==> config.mk <==
export PLATFORM = sky130hd
export DESIGN_NAME = pipe_stage_elastic
export DESIGN_NICKNAME = d
export VERILOG_FILES = /design/src/rtl/pipe_stage_elastic.sv
export SDC_FILE = /design/constraint.sdc
export NUM_CORES = 1
export LEC_CHECK = 0
export ABC_AREA = 1
export CAP_MARGIN = 5
export CORE_ASPECT_RATIO = 0.8
export CORE_MARGIN = 1
export CORE_UTILIZATION = 55
export CTS_CLUSTER_DIAMETER = 80
export DETAILED_ROUTE_END_ITERATION = 6
export GPL_TIMING_DRIVEN = 0
export PLACE_DENSITY_LB_ADDON = 0.08
export SYNTH_ARGS = -nofsm -noshare
export SYNTH_HDL_FRONTEND = slang
export SYNTH_SLANG_ARGS = --single-unit
==> constraint.sdc <==
create_clock -name clk -period 2.44 [get_ports clk]
set_clock_uncertainty 0.1 [all_clocks]
set_input_delay 0.488 -clock clk [delete_from_list [all_inputs] [get_ports clk]]
set_output_delay 0.488 -clock clk [all_outputs]
set_load 0.03 [all_outputs]
==> src/rtl/pipe_stage_elastic.sv <==
// Elastic pipeline register stage with valid/ready handshake, flush and optional skid entry.
// Optional macro PIPE_STAGE_PERF_EN adds a saturating downstream-stall counter (stall_cnt).
module pipe_stage_elastic #(
  parameter int WIDTH = 64,
  parameter int SKID  = 1
) (
  input  logic             clk,
  input  logic             rst_n,
  input  logic             flush,
  input  logic             in_valid,
  output logic             in_ready,
  input  logic [WIDTH-1:0] in_data,
  output logic             out_valid,
  input  logic             out_ready,
  output logic [WIDTH-1:0] out_data,
  output logic [1:0]       occupancy
`ifdef PIPE_STAGE_PERF_EN
  ,
  output logic [31:0]      stall_cnt
`endif
);

  logic             r_main_valid;
  logic [WIDTH-1:0] r_main_data;
  logic             w_skid_valid;
  logic             w_accept;
  logic             w_xfer;

  assign w_accept  = in_valid && in_ready;
  assign w_xfer    = r_main_valid && out_ready;
  assign out_valid = r_main_valid;
  assign out_data  = r_main_data;
  assign occupancy = {1'b0, r_main_valid} + {1'b0, w_skid_valid};

  generate
    if (SKID != 0) begin : g_skid
      logic             r_skid_valid;
      logic [WIDTH-1:0] r_skid_data;

      always_ff @(posedge clk or negedge rst_n) begin
        if (!rst_n) begin
          r_main_valid <= 1'b0;
          r_skid_valid <= 1'b0;
          r_main_data  <= '0;
          r_skid_data  <= '0;
        end else if (flush) begin
          r_main_valid <= 1'b0;
          r_skid_valid <= 1'b0;
        end else begin
          case ({r_skid_valid, r_main_valid})
            2'b00: begin
              if (w_accept) begin
                r_main_data  <= in_data;
                r_main_valid <= 1'b1;
              end
            end
            2'b01: begin
              if (w_accept && w_xfer) begin
                r_main_data <= in_data;
              end else if (w_accept) begin
                r_skid_data  <= in_data;
                r_skid_valid <= 1'b1;
              end else if (w_xfer) begin
                r_main_valid <= 1'b0;
              end
            end
            2'b11: begin
              // Skid drains into main so ordering stays FIFO.
              if (w_xfer) begin
                r_main_data  <= r_skid_data;
                r_skid_valid <= 1'b0;
              end
            end
            default: begin
              r_main_valid <= 1'b0;
              r_skid_valid <= 1'b0;
            end
          endcase
        end
      end

      assign in_ready     = !r_skid_valid;
      assign w_skid_valid = r_skid_valid;
    end else begin : g_single
      always_ff @(posedge clk or negedge rst_n) begin
        if (!rst_n) begin
          r_main_valid <= 1'b0;
          r_main_data  <= '0;
        end else if (flush) begin
          r_main_valid <= 1'b0;
        end else if (w_accept) begin
          r_main_data  <= in_data;
          r_main_valid <= 1'b1;
        end else if (w_xfer) begin
          r_main_valid <= 1'b0;
        end
      end

      assign in_ready     = !r_main_valid || out_ready;
      assign w_skid_valid = 1'b0;
    end
  endgenerate

`ifdef PIPE_STAGE_PERF_EN
  logic [31:0] r_stall_cnt;

  always_ff @(posedge clk or negedge rst_n) begin
    if (!rst_n) begin
      r_stall_cnt <= '0;
    end else if (r_main_valid && !out_ready && (r_stall_cnt != 32'hFFFF_FFFF)) begin
      r_stall_cnt <= r_stall_cnt + 32'd1;
    end
  end

  assign stall_cnt = r_stall_cnt;
`endif

  a_skid_implies_main: assert property (@(posedge clk) disable iff (!rst_n)
    !(w_skid_valid && !r_main_valid));

endmodule

==> key figures, run 1 <==
Finish
  • Share of post-route cells with drive strength above 1: 9.88%
  • Fin nets: around 960
  • Final Non-Filler Cells: between 1000 and 1500
  • Inserted Diodes: 0
  • Area delta synth->final: 36.1%

GRT
  • Global-route wire length before repair: ~24 mm
  • GRT Resource Usage Total: approximately 27%
  • Initial antenna violation count: 0
  • Vias in the first global route: 5068
  • GRT overflow: 0
  • Pin count of the biggest net entering global routing: 103

Synth
  • Dominant cells by area after synthesis: dfrtp_1 53%, nand2_1 16%, nand3_1 5.5%
  • Yosys top cell by area: dfrtp_1
  • Number of synthesized flops with an enable pin: 0
  • Top post-synthesis cells by count: 266 x nand2_1, 130 x dfrtp_1, 68 x inv_1, 67 x nand3_1
  • Post-Syn Nets: 804
  • Most frequent cell after synthesis: nand2_1
  • Async SR Flop Fraction: 100%
  • Mapped cell area: between 6000 and 7000 um2
  • Primary FF master, synth: dfrtp_1
  • Gate Count Post-Synth: approximately 730
  • Post-synthesis register bit count: 130
  • Seq/Total Area, Yosys: between 50% and 60%
  • Post-synth top area share: between 50% and 60%
  • Ys Warns: 0
  • Syn_area_per_cell: 8.37 um2
  • Post-synth cell types: 23

Route
  • DR iter-0 viols: 423
  • Antenna Nets Post-Route: 0
  • Routed wire per std cell: between 10 and 15 um
  • DRC: 0
  • Vias: between 5000 and 6000
  • Via-per-instance ratio: about 5.2
  • Final wirelength: 15.0 mm
  • Pre-antenna DRT Iters: 5

Setup path
  • Critical path data arrival time: ~1.7 ns
  • Critical-path cell list: ha_1, dlygate4sd2_1
  • Reg2Reg Depth: 6
  • Slowest-stage cell, CP: dfrtp_1
  • Worst Path Buf+Inv: 1
  • Crit path from: g_skid.r_skid_valid$_DFFE_PN0P_
  • R2R Path End: out_data[44]$_DFFE_PN0P_
  • Critical path class: reg2out
  • Crit path to: occupancy[1]
  • Critical path startpoint category: flip-flop
  • Worst R2R Setup Slack: 0.49 ns
  • Critical Path RT: around 1.9 ns
  • Critical path depth: 2
  • Worst path max stage delay: 0.45 ns
  • Family with the most delay on the worst path: flip-flops
  • Setup crit end kind: output pin
  • Crit Path Max Fanout: 6
  • Worst R2R Start: g_skid.r_skid_valid$_DFFE_PN0P_

Floorplanning
  • Core box area: 10800 um2
  • Starting Density: 56.4%
  • # rows: 34
  • I/O pins: approximately 140
  • Die Width: around 120 um
  • Die area: 11600 um2
  • Die Y: just under 100 um

Clock network
  • Post-CTS Setup Bufs: 0
  • Clk slew on worst S/H paths: ~0.060 ns
  • Worst skew pair latency: 0.41 ns
  • Cts bufs inserted: 17
  • Clock root cell: clkbuf_16
  • Clock Sinks: 130
  • CTS tree: done
  • H-tree depth: 4
  • Clock Path Buffers: 2

Placed design
  • Pre-CTS WS: roughly 0.29 ns
  • Placed cells: 1012
  • Detailed Place HPWL: slightly above 10 mm
  • GP Congestion: 0.846
  • # port buffers: around 140

Power and ir drop
  • Max VDD drop: approximately 770 uV
  • Lkg Pwr: approximately 4 nW
  • Power per cell area: approximately 1400 nW/um2

STA
  • Fin. max-slew vios: 0
  • Final worst slack: ~0.16 ns
  • RSZ-0062 raised after global routing: no
  • Worst Tran Pin Value: roughly 0.51 ns
  • Final worst-path cycle share: 93.3%
  • Final setup fails: 0
  • Max_slew headroom: about two thirds
  • Fmax: ~0.44 GHz
  • Endpoints failing hold: 0
  • Period minus WS final: about 2.3 ns

Flow run
  • Max Cap Viol: 0

Worst hold path
  • Hold Crit Depth: 2
  • Worst hold path type: reg2reg

Status
  • Outcome: finished clean
==> metal layers <==
metal | vias to the layer above | global-route usage [%] | routed length [um]
met5 | - | 0 | 0
met4 | 0 | 10.1 | 170
met3 | 19 | 5.09 | 897
met2 | 208 | 44.4 | 7440
met1 | 2617 | 35.9 | 6510
li1 | 2633 | - | -
==> per-stage QoR <==
stage | power (mW) | util, % | TNS (ns) | hold WS, ns | instance area [um2]
after CTS | 11.9 | 76.7 | 0 | 0.372 | 8320
final | 11.8 | 76.7 | 0 | 0.368 | 8320
after floorplan | 7.19 | - | 0 | 0.0924 | 6120
after global placement | 8.92 | 70.6 | -534.87 | 0.354 | 7660
after global routing | 12.5 | 76.7 | 0 | 0.391 | 8320
after detailed placement | 9.12 | 70.9 | 0 | 0.270 | 7690
==> repair_timing <==
action	in CTS	in global routing
endpoints found under the setup margin	2	0
endpoints found under the hold margin	28	0
gates resized for setup	2	0
hold buffers	1	0
==> logic make-up after synthesis <==
family                   after synthesis  synth area share (%)
buffers and inverters                121                  11.6
AND/OR/NAND/NOR                      345                  23.6
flip-flops                           130                  53.2
AO/OA/AOI/OAI                        131                  10.8
adder cells (fa/ha/maj)                4                 0.818
==> power breakdown <==
group,internal [mW],leakage [nW],total [mW],switching [mW]
sequential,3.17,1.63,3.75,0.578
clock,1.74,0.293,2.69,0.946
combinational,2.18,2.19,5.38,3.20
==> cell usage in the layout (no fill, tap or decap), types with 7 or more instances in the layout <==
cell / instances
buf_2: 8
buf_4: 8
buf_6: 19
buf_8: 7
clkbuf_1: 8
clkbuf_16: 17
clkdlybuf4s50_1: 133
dfrtp_1: 130
inv_1: 68
nand2_1: 266
nand3_1: 67
o21ai_0: 64
o21ai_1: 64
==> worst min path at each step <==
| stage | slack (ns) | startpoint | to |
|---|---|---|---|
| 2_1_floorplan | 0.09 | rst_n | g_skid.r_skid_data[0]$_DFFE_PN0P_ |
| 3_3_place_gp | 0.35 | out_data[18]$_DFFE_PN0P_ | out_data[18]$_DFFE_PN0P_ |
| 3_5_place_dp | 0.27 | rst_n | out_data[38]$_DFFE_PN0P_ |
| 4_1_cts | 0.37 | out_data[0]$_DFFE_PN0P_ | out_data[0]$_DFFE_PN0P_ |
| 5_1_grt | 0.39 | out_data[21]$_DFFE_PN0P_ | out_data[21]$_DFFE_PN0P_ |
| 6_report | 0.37 | out_data[1]$_DFFE_PN0P_ | out_data[1]$_DFFE_PN0P_ |
==> state kept, by name (all words and copies together) (netlist names) <==
signal / count
out_valid: 1
g_skid.r_skid_valid: 1
out_data: 64
g_skid.r_skid_data: 64
==> worst register-to-register path, cell delays in order (launching register included) <==
cell and delay [ns]:
dfrtp_1 0.45, ha_1 0.38, buf_6 0.21, clkbuf_1 0.33, o21ai_0 0.19, nand3_1 0.13, nand2_1 0.06
==> layout make-up <==
type / instances / area, um2
Tap cell: 144 / 180
Clock buffer: 20 / 447
Inverter: 74 / 278
Fill cell: 761 / 2520
Buffer: 47 / 430
Timing Repair Buffer: 138 / 1400
Clock inverter: 12 / 181
Sequential cell: 130 / 3250
Multi-Input combinational cell: 480 / 2160
No activity file was read; power rests on OpenSTA's default activity.
==> inputs of run 2 (changes only) <==
==> constraint.sdc (replaced) <==
create_clock -name clk -period 2.44 [get_ports clk]
set_clock_uncertainty 0.1 [all_clocks]
set_input_delay 0.244 -clock clk [delete_from_list [all_inputs] [get_ports clk]]
set_output_delay 0.244 -clock clk [all_outputs]
set_load 0.03 [all_outputs]
==> run 2 against run 1 <==
  * Cell area hardly changed
  * Cell count stayed put
  * Sequential share of layout area hardly changed
  * Non-clock buffer count stayed put
  * Register-to-register slack hardly changed
  * Fmax is 2.2% lower
  * Hold slack worse by 0.21 ns
  * Count of clock-buffer cells in the layout stayed put
==> key figures, run 2 (same netlist as run 1, synthesis figures left out) <==
Status
  • Outcome: finished clean

Placed design
  • DP Area: ~7700 um2
  • Detailed Place HPWL: approximately 10 mm
  • Placed cells: slightly above 1000
  • # port buffers: around 140
  • GP Congestion: 0.846

Flow run
  • Max Cap Viol: 0

Finish
  • Fin nets: slightly below 1000
  • Post-route cell area: 8330 um2
  • Area delta synth->final: 36.1%
  • Inserted Diodes: 0
  • Share of post-route cells with drive strength above 1: 9.88%
  • Most frequent cells in the layout: 266 x nand2_1, 135 x clkdlybuf4s50_1, 130 x dfrtp_1
  • Final Non-Filler Cells: roughly 1000
  • Commonest non-fill, non-tap cell in the layout: nand2_1

Clock network
  • Post_cts resized: 0
  • Clock Path Buffers: 2
  • Clk slew on worst S/H paths: around 0.060 ns
  • Cts hold-fix bufs: 1
  • Worst skew pair latency: 0.41 ns
  • Cts bufs inserted: 17
  • Clock Sinks: 130
  • H-tree depth: 4
  • CTS tree: done
  • Post-CTS Setup Bufs: 0
  • Clock root cell: clkbuf_16

Setup path
  • Critical path class: reg2out
  • Critical path data arrival time: slightly below 2 ns
  • Setup crit end kind: output pin
  • Critical path startpoint category: flip-flop
  • Critical Path RT: 2.10 ns
  • Crit Path Max Fanout: 6

Floorplanning
  • Die area: approximately 12000 um2
  • # rows: 34
  • I/O pins: roughly 140
  • Core box area: ~11000 um2
  • Die Width: approximately 120 um
  • Starting Density: 56.4%
  • Die Y: a little under 100 um

GRT
  • GRT Resource Usage Total: 27.0%
  • Vias in the first global route: ~5100
  • GRT overflow: 0
  • Global-route wire length before repair: 24.0 mm
  • Initial antenna violation count: 0
  • Pin count of the biggest net entering global routing: slightly above 100

Power and ir drop
  • Pwr Total: roughly 12 mW
  • Lkg Pwr: 4.10 nW
  • Power per cell area: ~1400 nW/um2
  • Max VDD drop: 770 uV

STA
  • Final setup fails: 0
  • Period minus WS final: ~2.3 ns
  • Fin. max-slew vios: 0
  • Max_slew headroom: around two thirds
  • Endpoints failing hold: 0
  • Final worst-path cycle share: between 90% and 100%
  • Worst Tran Pin Value: 0.514 ns
  • RSZ-0062 raised after global routing: no
  • Fmax: 0.430 GHz

Route
  • DR iter-0 viols: around 420
  • Antenna Nets Post-Route: 0
  • Vias: about 5500
  • Final wirelength: 15.0 mm
  • DRC: 0
  • Routed wire per std cell: 14.4 um
  • Via-per-instance ratio: between 5 and 6
  • Pre-antenna DRT Iters: 5

Worst hold path
  • Worst hold path type: in2async
==> run 2: layout make-up <==
class                      count  area [um2]
sequential                   130        3250
fill                         759        2520
multi-input combinational    480        2160
timing repair buffer         138        1400
clock buffer                  20         447
buffer                        47         430
inverter                      74         278
clock inverter                12         181
tap                          144         180
==> run 2: through the flow <==
step	worst slack (ns)	TNS [ns]	util, %	hold WS (ns)
floorplan	0.520	0	-	-0.152
detailed placement	0.482	0	70.9	0.0260
finish	0.113	0	76.7	0.157
CTS	0.0875	0	76.7	0.159
global route	0.0602	0	76.7	0.189
global placement	-3.88	-503.15	70.6	0.354
==> run 2: worst max-delay path, cell delays in order, from the launching register on <==
cell and delay (ns):
dfrtp_1 0.45, ha_1 0.38, clkdlybuf4s50_1 0.74
==> run 2: worst paths after layout <==
path | startpoint | endpoint | slack [ns] | depth (start not counted)
worst max-delay path | g_skid.r_skid_valid$_DFFE_PN0P_ | occupancy[1] | 0.11 | 2
worst max register to register | g_skid.r_skid_valid$_DFFE_PN0P_ | out_data[44]$_DFFE_PN0P_ | 0.48 | 6
max in group asynchronous | rst_n | g_skid.r_skid_valid$_DFFE_PN0P_ | 1.31 | 3
min in group clk | in_data[20] | g_skid.r_skid_data[20]$_DFFE_PN0P_ | 0.29 | 3
worst min register to register | out_data[1]$_DFFE_PN0P_ | out_data[1]$_DFFE_PN0P_ | 0.37 | 2
worst min-delay path | rst_n | out_data[38]$_DFFE_PN0P_ | 0.16 | 2
==> run 2: layer usage <==
metal / track usage, % / wire length [um]
met1: 35.9 / 6520
met2: 44.4 / 7440
met3: 5.09 / 887
met4: 10.1 / 169
met5: 0 / 0
==> run 2: power breakdown <==
part	internal [mW]	switching, mW	leakage [nW]	total (mW)
clock	1.74	0.946	0.293	2.69
sequential	3.17	0.578	1.63	3.75
combinational	2.20	3.20	2.18	5.40
total	7.11	4.73	4.10	11.8
